## src/rtl/window_scan_ctrl.sv

```systemverilog
// Stride-2 3x3 window sequencer: fetches nine taps per window into the window file and writes the filtered byte out.
// 11 cycles per output pixel; strobes decode directly from the state registers. start is ignored while a pass runs.
module window_scan_ctrl #(
   parameter int IMG_W    = 5,
   parameter int IMG_H    = 5,
   parameter int ADDR_W   = 16,
   parameter int SRC_BASE = 0,
   parameter int DST_BASE = 16'h8000
) (
   input  logic              clk,
   input  logic              rst_n,
   input  logic              start,
   input  logic [11:0]       win_sum,
   output logic [ADDR_W-1:0] mem_addr,
   output logic              mem_rd_en,
   output logic              mem_wr_en,
   output logic [7:0]        mem_wr_data,
   output logic [3:0]        reg_select,
   output logic              reg_write_en,
   output logic              busy,
   output logic              done
);

   localparam int OUT_W = (IMG_W - 1) / 2;
   localparam int OUT_H = (IMG_H - 1) / 2;
   localparam int OXW   = $clog2(OUT_W + 1);
   localparam int OYW   = $clog2(OUT_H + 1);
   localparam logic [OXW-1:0] OX_LAST = OXW'(OUT_W - 1);
   localparam logic [OYW-1:0] OY_LAST = OYW'(OUT_H - 1);

   localparam logic [2:0] S_IDLE  = 3'd0;
   localparam logic [2:0] S_READ  = 3'd1;
   localparam logic [2:0] S_LAST  = 3'd2;
   localparam logic [2:0] S_WRITE = 3'd3;
   localparam logic [2:0] S_DONE  = 3'd4;

   logic [2:0]        state;
   logic [OXW-1:0]    ox;
   logic [OYW-1:0]    oy;
   logic [3:0]        c;
   logic [1:0]        tap_r;
   logic [1:0]        tap_q;
   logic [ADDR_W-1:0] src_addr;
   logic [ADDR_W-1:0] dst_addr;
   logic              unused_sum_lsb;

   assign unused_sum_lsb = ^win_sum[3:0];

   always_ff @(posedge clk or negedge rst_n) begin
      if (!rst_n) begin
         state <= S_IDLE;
         ox    <= '0;
         oy    <= '0;
         c     <= '0;
      end else begin
         case (state)
            S_IDLE: begin
               if (start) begin
                  state <= S_READ;
                  ox    <= '0;
                  oy    <= '0;
                  c     <= '0;
               end
            end
            S_READ: begin
               if (c == 4'd8) begin
                  state <= S_LAST;
                  c     <= '0;
               end else begin
                  c <= c + 4'd1;
               end
            end
            S_LAST:  state <= S_WRITE;
            S_WRITE: begin
               c <= '0;
               if (ox == OX_LAST) begin
                  ox <= '0;
                  if (oy == OY_LAST) begin
                     oy    <= '0;
                     state <= S_DONE;
                  end else begin
                     oy    <= oy + 1'b1;
                     state <= S_READ;
                  end
               end else begin
                  ox    <= ox + 1'b1;
                  state <= S_READ;
               end
            end
            S_DONE:  state <= S_IDLE;
            default: state <= S_IDLE;
         endcase
      end
   end

   // Tap index -> (row, col) inside the window, row-major p1..p9.
   always_comb begin
      {tap_r, tap_q} = 4'b00_00;
      case (c)
         4'd0: {tap_r, tap_q} = 4'b00_00;
         4'd1: {tap_r, tap_q} = 4'b00_01;
         4'd2: {tap_r, tap_q} = 4'b00_10;
         4'd3: {tap_r, tap_q} = 4'b01_00;
         4'd4: {tap_r, tap_q} = 4'b01_01;
         4'd5: {tap_r, tap_q} = 4'b01_10;
         4'd6: {tap_r, tap_q} = 4'b10_00;
         4'd7: {tap_r, tap_q} = 4'b10_01;
         4'd8: {tap_r, tap_q} = 4'b10_10;
         default: {tap_r, tap_q} = 4'b00_00;
      endcase
   end

   assign src_addr = ADDR_W'(SRC_BASE + (2 * int'(oy) + int'(tap_r)) * IMG_W
                             + 2 * int'(ox) + int'(tap_q));
   assign dst_addr = ADDR_W'(DST_BASE + int'(oy) * OUT_W + int'(ox));

   // Each tap is written one cycle after its read, once the memory data is on the bus.
   always_comb begin
      mem_addr     = '0;
      mem_rd_en    = 1'b0;
      mem_wr_en    = 1'b0;
      mem_wr_data  = '0;
      reg_select   = '0;
      reg_write_en = 1'b0;
      busy         = 1'b0;
      done         = 1'b0;
      case (state)
         S_READ: begin
            busy      = 1'b1;
            mem_rd_en = 1'b1;
            mem_addr  = src_addr;
            if (c != 4'd0) begin
               reg_write_en = 1'b1;
               reg_select   = c - 4'd1;
            end
         end
         S_LAST: begin
            busy         = 1'b1;
            reg_write_en = 1'b1;
            reg_select   = 4'd8;
         end
         S_WRITE: begin
            busy        = 1'b1;
            mem_wr_en   = 1'b1;
            mem_addr    = dst_addr;
            mem_wr_data = win_sum[11:4];
         end
         S_DONE:  done = 1'b1;
         default: ;
      endcase
   end

endmodule

```

## config.mk

```make
export PLATFORM = sky130hd
export DESIGN_NAME = window_scan_ctrl
export DESIGN_NICKNAME = d
export VERILOG_FILES = /design/src/rtl/window_scan_ctrl.sv
export SDC_FILE = /design/constraint.sdc
export NUM_CORES = 1
export LEC_CHECK = 0
export BUFFER_PORTS_ARGS = -buffer_cell sky130_fd_sc_hd__buf_4
export CORE_ASPECT_RATIO = 0.6
export CORE_MARGIN = 1.5
export CORE_UTILIZATION = 54
export CTS_CLUSTER_SIZE = 25
export DETAILED_ROUTE_END_ITERATION = 16
export PLACE_DENSITY = 0.86
export SYNTH_ARGS = -nofsm -noshare
export SYNTH_HDL_FRONTEND = slang
export SYNTH_SLANG_ARGS = --single-unit
```

## constraint.sdc

```tcl
create_clock -name clk -period 9.45 [get_ports clk]
set_input_delay 0.4725 -clock clk [delete_from_list [all_inputs] [get_ports clk]]
set_output_delay 0.4725 -clock clk [all_outputs]
set_load 0.01 [all_outputs]
```

; ---- After elaboration in Yosys (flattened, before gate mapping)
; Memories as Yosys holds them, arrays and structs flattened.
; Index checks and enable logic that the tools add are counted.
[totals]
mem_bits_ro = 64
register_bits = 11
elab_cells = 58
out_inout_bits = 33
memories = 1
[classes]
eq_ne = 10
n_mux = 24
n_reduce_logical = 9
add_sub_neg = 9
mul = 1
[mem_list]
columns = name, words, word_bits, read_ports, rd_ports_with_merged_regs, wr, line
row1 = (no name shown), 16, 4, 1, 0, 0, 99  ; case (c)
[ops]
columns = operator, count
row1 = $pmux W16 S2, 1
row2 = $add A16 B2 Y16, 1
row3 = $add A16 B3 Y16 const A, 1
row4 = $mux W3, 4
row5 = $mux W4, 3
row6 = $pmux W3 S4, 1
row7 = $pmux W4 S3, 1
row8 = $add A8 B2 Y9, 1
row9 = $add A7 B3 Y8, 1
row10 = $mux W2, 4
row11 = $mux W8, 1
row12 = $pmux W2 S2, 2
row13 = $pmux W4 S2, 1
row14 = $mul A4 B3 Y7 const B, 1
row15 = $eq A3 B2 Y1 const B, 2
row16 = $ne A2 B2 Y1 const B, 3
row17 = $reduce_and A2 Y1, 3
row18 = $mux W1, 5
row19 = $add A2 B1 Y2 const B, 2
row20 = $add A3 B2 Y4, 1
row21 = $add A4 B1 Y4 const B, 1
row22 = $eq A2 B1 Y1 const B, 2
row23 = $eq A4 B4 Y1 const B, 1
row24 = $reduce_bool A4 Y1, 1
row25 = 9 further kinds, 9

; ---- Longest topological paths before layout
; An unclocked memory read counts as a cell.
[logic_depth]
depth_word = 6
depth_mapped = 12
mapped_depth_nobuf = 12

; ---- Least setup slack after synthesis
; OpenSTA, ideal clock, no wires.
[synth_path]
path_kind = register to output
startpoint = register c[0]
endpoint = output port mem_addr[5]
stages_incl_launch_ff = 13
n_path_buf = 0
path_slack_ps = 6000
t_arrival_ps = 2977
cell_sequence = dfrtp_1 inv_1 ha_1 nand3b_4 o21ai_0 ha_1 ha_1 ha_1 ha_1 ha_1 o21ai_0 nor2_1 a311o_1
[synth_between]
elab_chain_len = 6
[synth_lines]
columns = element, line
row1 = from (decl), 40  ; logic [3:0] c;
row2 = from (signal assigned), 70  ; c <= c + 4'd1;
row3 = $mem_v2 Z16 W4 (*), n/a
row4 = $add A3 B2 Y4, 113  ; assign src_addr = ADDR_W'(SRC_BASE + (2 * int'(oy) + int'(tap_r)) * IMG_W
row5 = $mul A4 B3 Y7, 113
row6 = $add A7 B3 Y8, 114  ; + 2 * int'(ox) + int'(tap_q));
row7 = $add A8 B2 Y9 (*), 114
row8 = $pmux W16 S2 (*), 127  ; case (state)
row9 = to (decl), 14  ; output logic [ADDR_W-1:0] mem_addr,
; Every way passes the cells marked *; elsewhere a longest branch is shown, timed or not.

; ---- Worst setup path in the final report
; Ends and elaborated chain as after synthesis.

==> results.yml <==
outcome:
  status: "finished, final reports clean"
synth:
  synth_edf_count: 0
  synth_seq_cells: 11
  yosys-top-cells-count: "ha_1 (20), nor2_1 (12), dfrtp_1 (11)"
  yosysWarnings: 0
  ys_seq_area_frac: 0.2083
  synthTopCellsByArea: "dfrtp_1 (21%), ha_1 (19%), and2_1 (4.7%)"
  synth.avg_cell_area_sq_um: 8.693
  yosysTopAreaCell: "dfrtp_1"
  synthCells: 152
  synth_most_common_cell: "ha_1"
  yosysUniqueCellTypes: 45
  synth_flop_cell: "dfrtp_1"
  synthArstFlopShare: 1.000
  synth_top_area_frac: 0.2083
  synth_area_sq_um: 1321
grt:
  grt_util_met3: 0.07258
  antenna_found_initial: 0
  grtUsageMet1: 0.3069
  grt_first_pass_wirelength_microns: 4657
  grt_usage: 0.2349
  grt.overflow.total: 0
  grt_use_met2: 0.4050
  grt_pass1_vias: 993
  busiest_layer: "met2"
  grt_max_degree: 18
clocking:
  clk_pin_slew_ns: 0.05
  post_cts_buffers: 0
  cts-root-buf: "clkbuf_8"
  cts_tree: "yes"
  clk_latency_ns: 0.24
  clk_path_buf_depth: 2
  cts-resized-gates: 0
  clkSinkCount: 11
  numCtsBuffers: 3
  cts-htree-levels: 1
  postCtsHoldBufs: 0
setup_path:
  crit_path_top_delay_cell: "a211oi_1"
  critical_path_required_ns: 8.98
  crit_chain: "inv_1 > ha_1 > nand3b_4 > o21ai_0 > ha_1 > ha_1 > ha_1 > ha_1 > ha_1 > a211oi_1 > nor2_1 > a311o_1 > buf_4"
  path_delay_family: "adder cells"
  critical_path_class: "register to primary output"
  cp.arrival_ns: 3.75
  path_depth: 13
  cpMostUsedCell: "ha_1"
  r2r_cells: 3
  path_buf_inv: 2
  end_kind: "primary output"
  path_max_fanout: 6
  slowest_delay_ns: 0.48
  startpoint_type: "register"
sta:
  slew_headroom: 0.5411
  max_freq_mhz: 236.7
  finalCritPeriodShare: 0.4471
  final.min_clock_period_ns: 4.225
  setup_ws_ns: 5.225
  rsz0062_at_grt: "no"
  final_max_slew_viol_count: 0
  worstMarginPinSlew_ns: 0.6876
  finalHoldViolCount: 0
  tns_ns: 0
  fin_skew_ns: 0.006115
  setup_viol: 0
layout:
  fin_nets: 220
  diodes: 0
  syn2layout_area_growth_pct: 19.79
  drive_above_1_share: 0.2253
  multi_input_area_sq_um: 935.9
  n_fill_cell: 173
  regArea_sq_um: 275.3
placed_design:
  pre_cts_slack_ns: 5.489
  portBuffers: 35
  place_congestion: 0.8719
  dp_hpwl_microns: 2263
floorplanning:
  start_util: 0.5886
  die_h_microns: 41.32
  ios: 48
  die_w_microns: 66.86
  num_rows: 13
  die-area_sq_um: 2762
  core_area_sq_um: 2245
power_and_ir_drop:
  ir_drop_v: 0.0002374
  p_leak_uw: 0.0008750
  p_per_area_nw_per_um2: 321.7
  p_total_uw: 509.2
drt:
  viasPerCell: 5.415
  vias: 1148
  wirelength_microns: 2879
  dr.pass1.iters: 4
  drc_errors: 0
  wl_per_cell_microns: 13.58
  ant_nets: 0
  initialDrtViolationCount: 61
run:
  maxCapViolations: 0
hold_path:
  hold_class: "input port to async pin"
-- placed cells by master, fill, tap and decap left out, types with 3 or more instances in the layout --
cell type,synthesis,layout
buf_4,8,35
o21ai_0,8,8
ha_1,20,20
inv_1,7,7
a21oi_1,7,7
conb_1,1,8
nand2b_1,3,3
dfrtp_1,11,11
a22o_1,4,4
nor2_1,12,12
and2_1,10,10
and3b_1,4,4
nor2b_1,5,5
nand2_1,9,9
clkbuf_8,0,3
-- flip-flops by register name, indices dropped and copies added, names as in the netlist --
signal / flops
state: 3
c: 4
oy: 2
ox: 2
-- metrics by stage --
stage	hold WS, ns	cell area [sq um]	util	instances
final	0.05271	1583	0.7051	212
after global placement	0.3138	1538	0.6851	208
after global routing	0.05697	1583	0.7051	212
after detailed placement	0.3156	1538	0.6851	208
after CTS	0.05517	1583	0.7051	212
after floorplan	0.1769	1348	-	159
-- kinds of logic (layout without fill, tap and decap cells) --
kind of cell / Yosys count / in the layout / synth area share
and+or+nand+nor: 55 / 55 / 0.2528
AOI/OAI and AO/OA: 35 / 35 / 0.1780
buffers and inverters: 23 / 46 / 0.1032
adders and majority gates: 22 / 22 / 0.2197
DFF: 11 / 11 / 0.2083
xor gates and xnor gates: 3 / 3 / 0.01989
muxes: 2 / 2 / 0.01515
other: 1 / 8 / 0.002838
-- layer usage --
layer,share of wire,vias to the layer above
met1,0.50,521
li1,-,592
met4,0.0017,0
met5,0,-
met3,0.060,2
met2,0.44,33
-- power breakdown --
part	total (uW)	internal, uW	switching, uW
Sequential	91.1	61.1	30.0
Clock	48.9	29.7	19.1
Combinational	369	181	188
Total	509	272	237
-- worst paths after layout --
kind	from	to	slack, ns
min in group clk	oy[1]$_DFFE_PN0P_	oy[1]$_DFFE_PN0P_	0.62
setup / recovery	c[0]$_DFFE_PN0P_	mem_addr[5]	5.23
hold / removal	rst_n	state[1]$_DFFE_PN0P_	0.05
max in group asynchronous	rst_n	state[2]$_DFFE_PN0P_	9.24
setup reg to reg	state[1]$_DFFE_PN0P_	c[3]$_DFFE_PN0P_	7.81
hold reg to reg	oy[1]$_DFFE_PN0P_	oy[1]$_DFFE_PN0P_	0.62
-- layout make-up --
| cell class | count | share of cell area |
|---|---|---|
| repair buffers | 35 | 0.1660 |
| well taps | 30 | 0.02372 |
| flip-flops and latches | 11 | 0.1739 |
| clock buffers | 4 | 0.02846 |
| multi-input cells | 125 | 0.5913 |
| inverters | 7 | 0.01660 |
(Power assumes the default switching activity.)
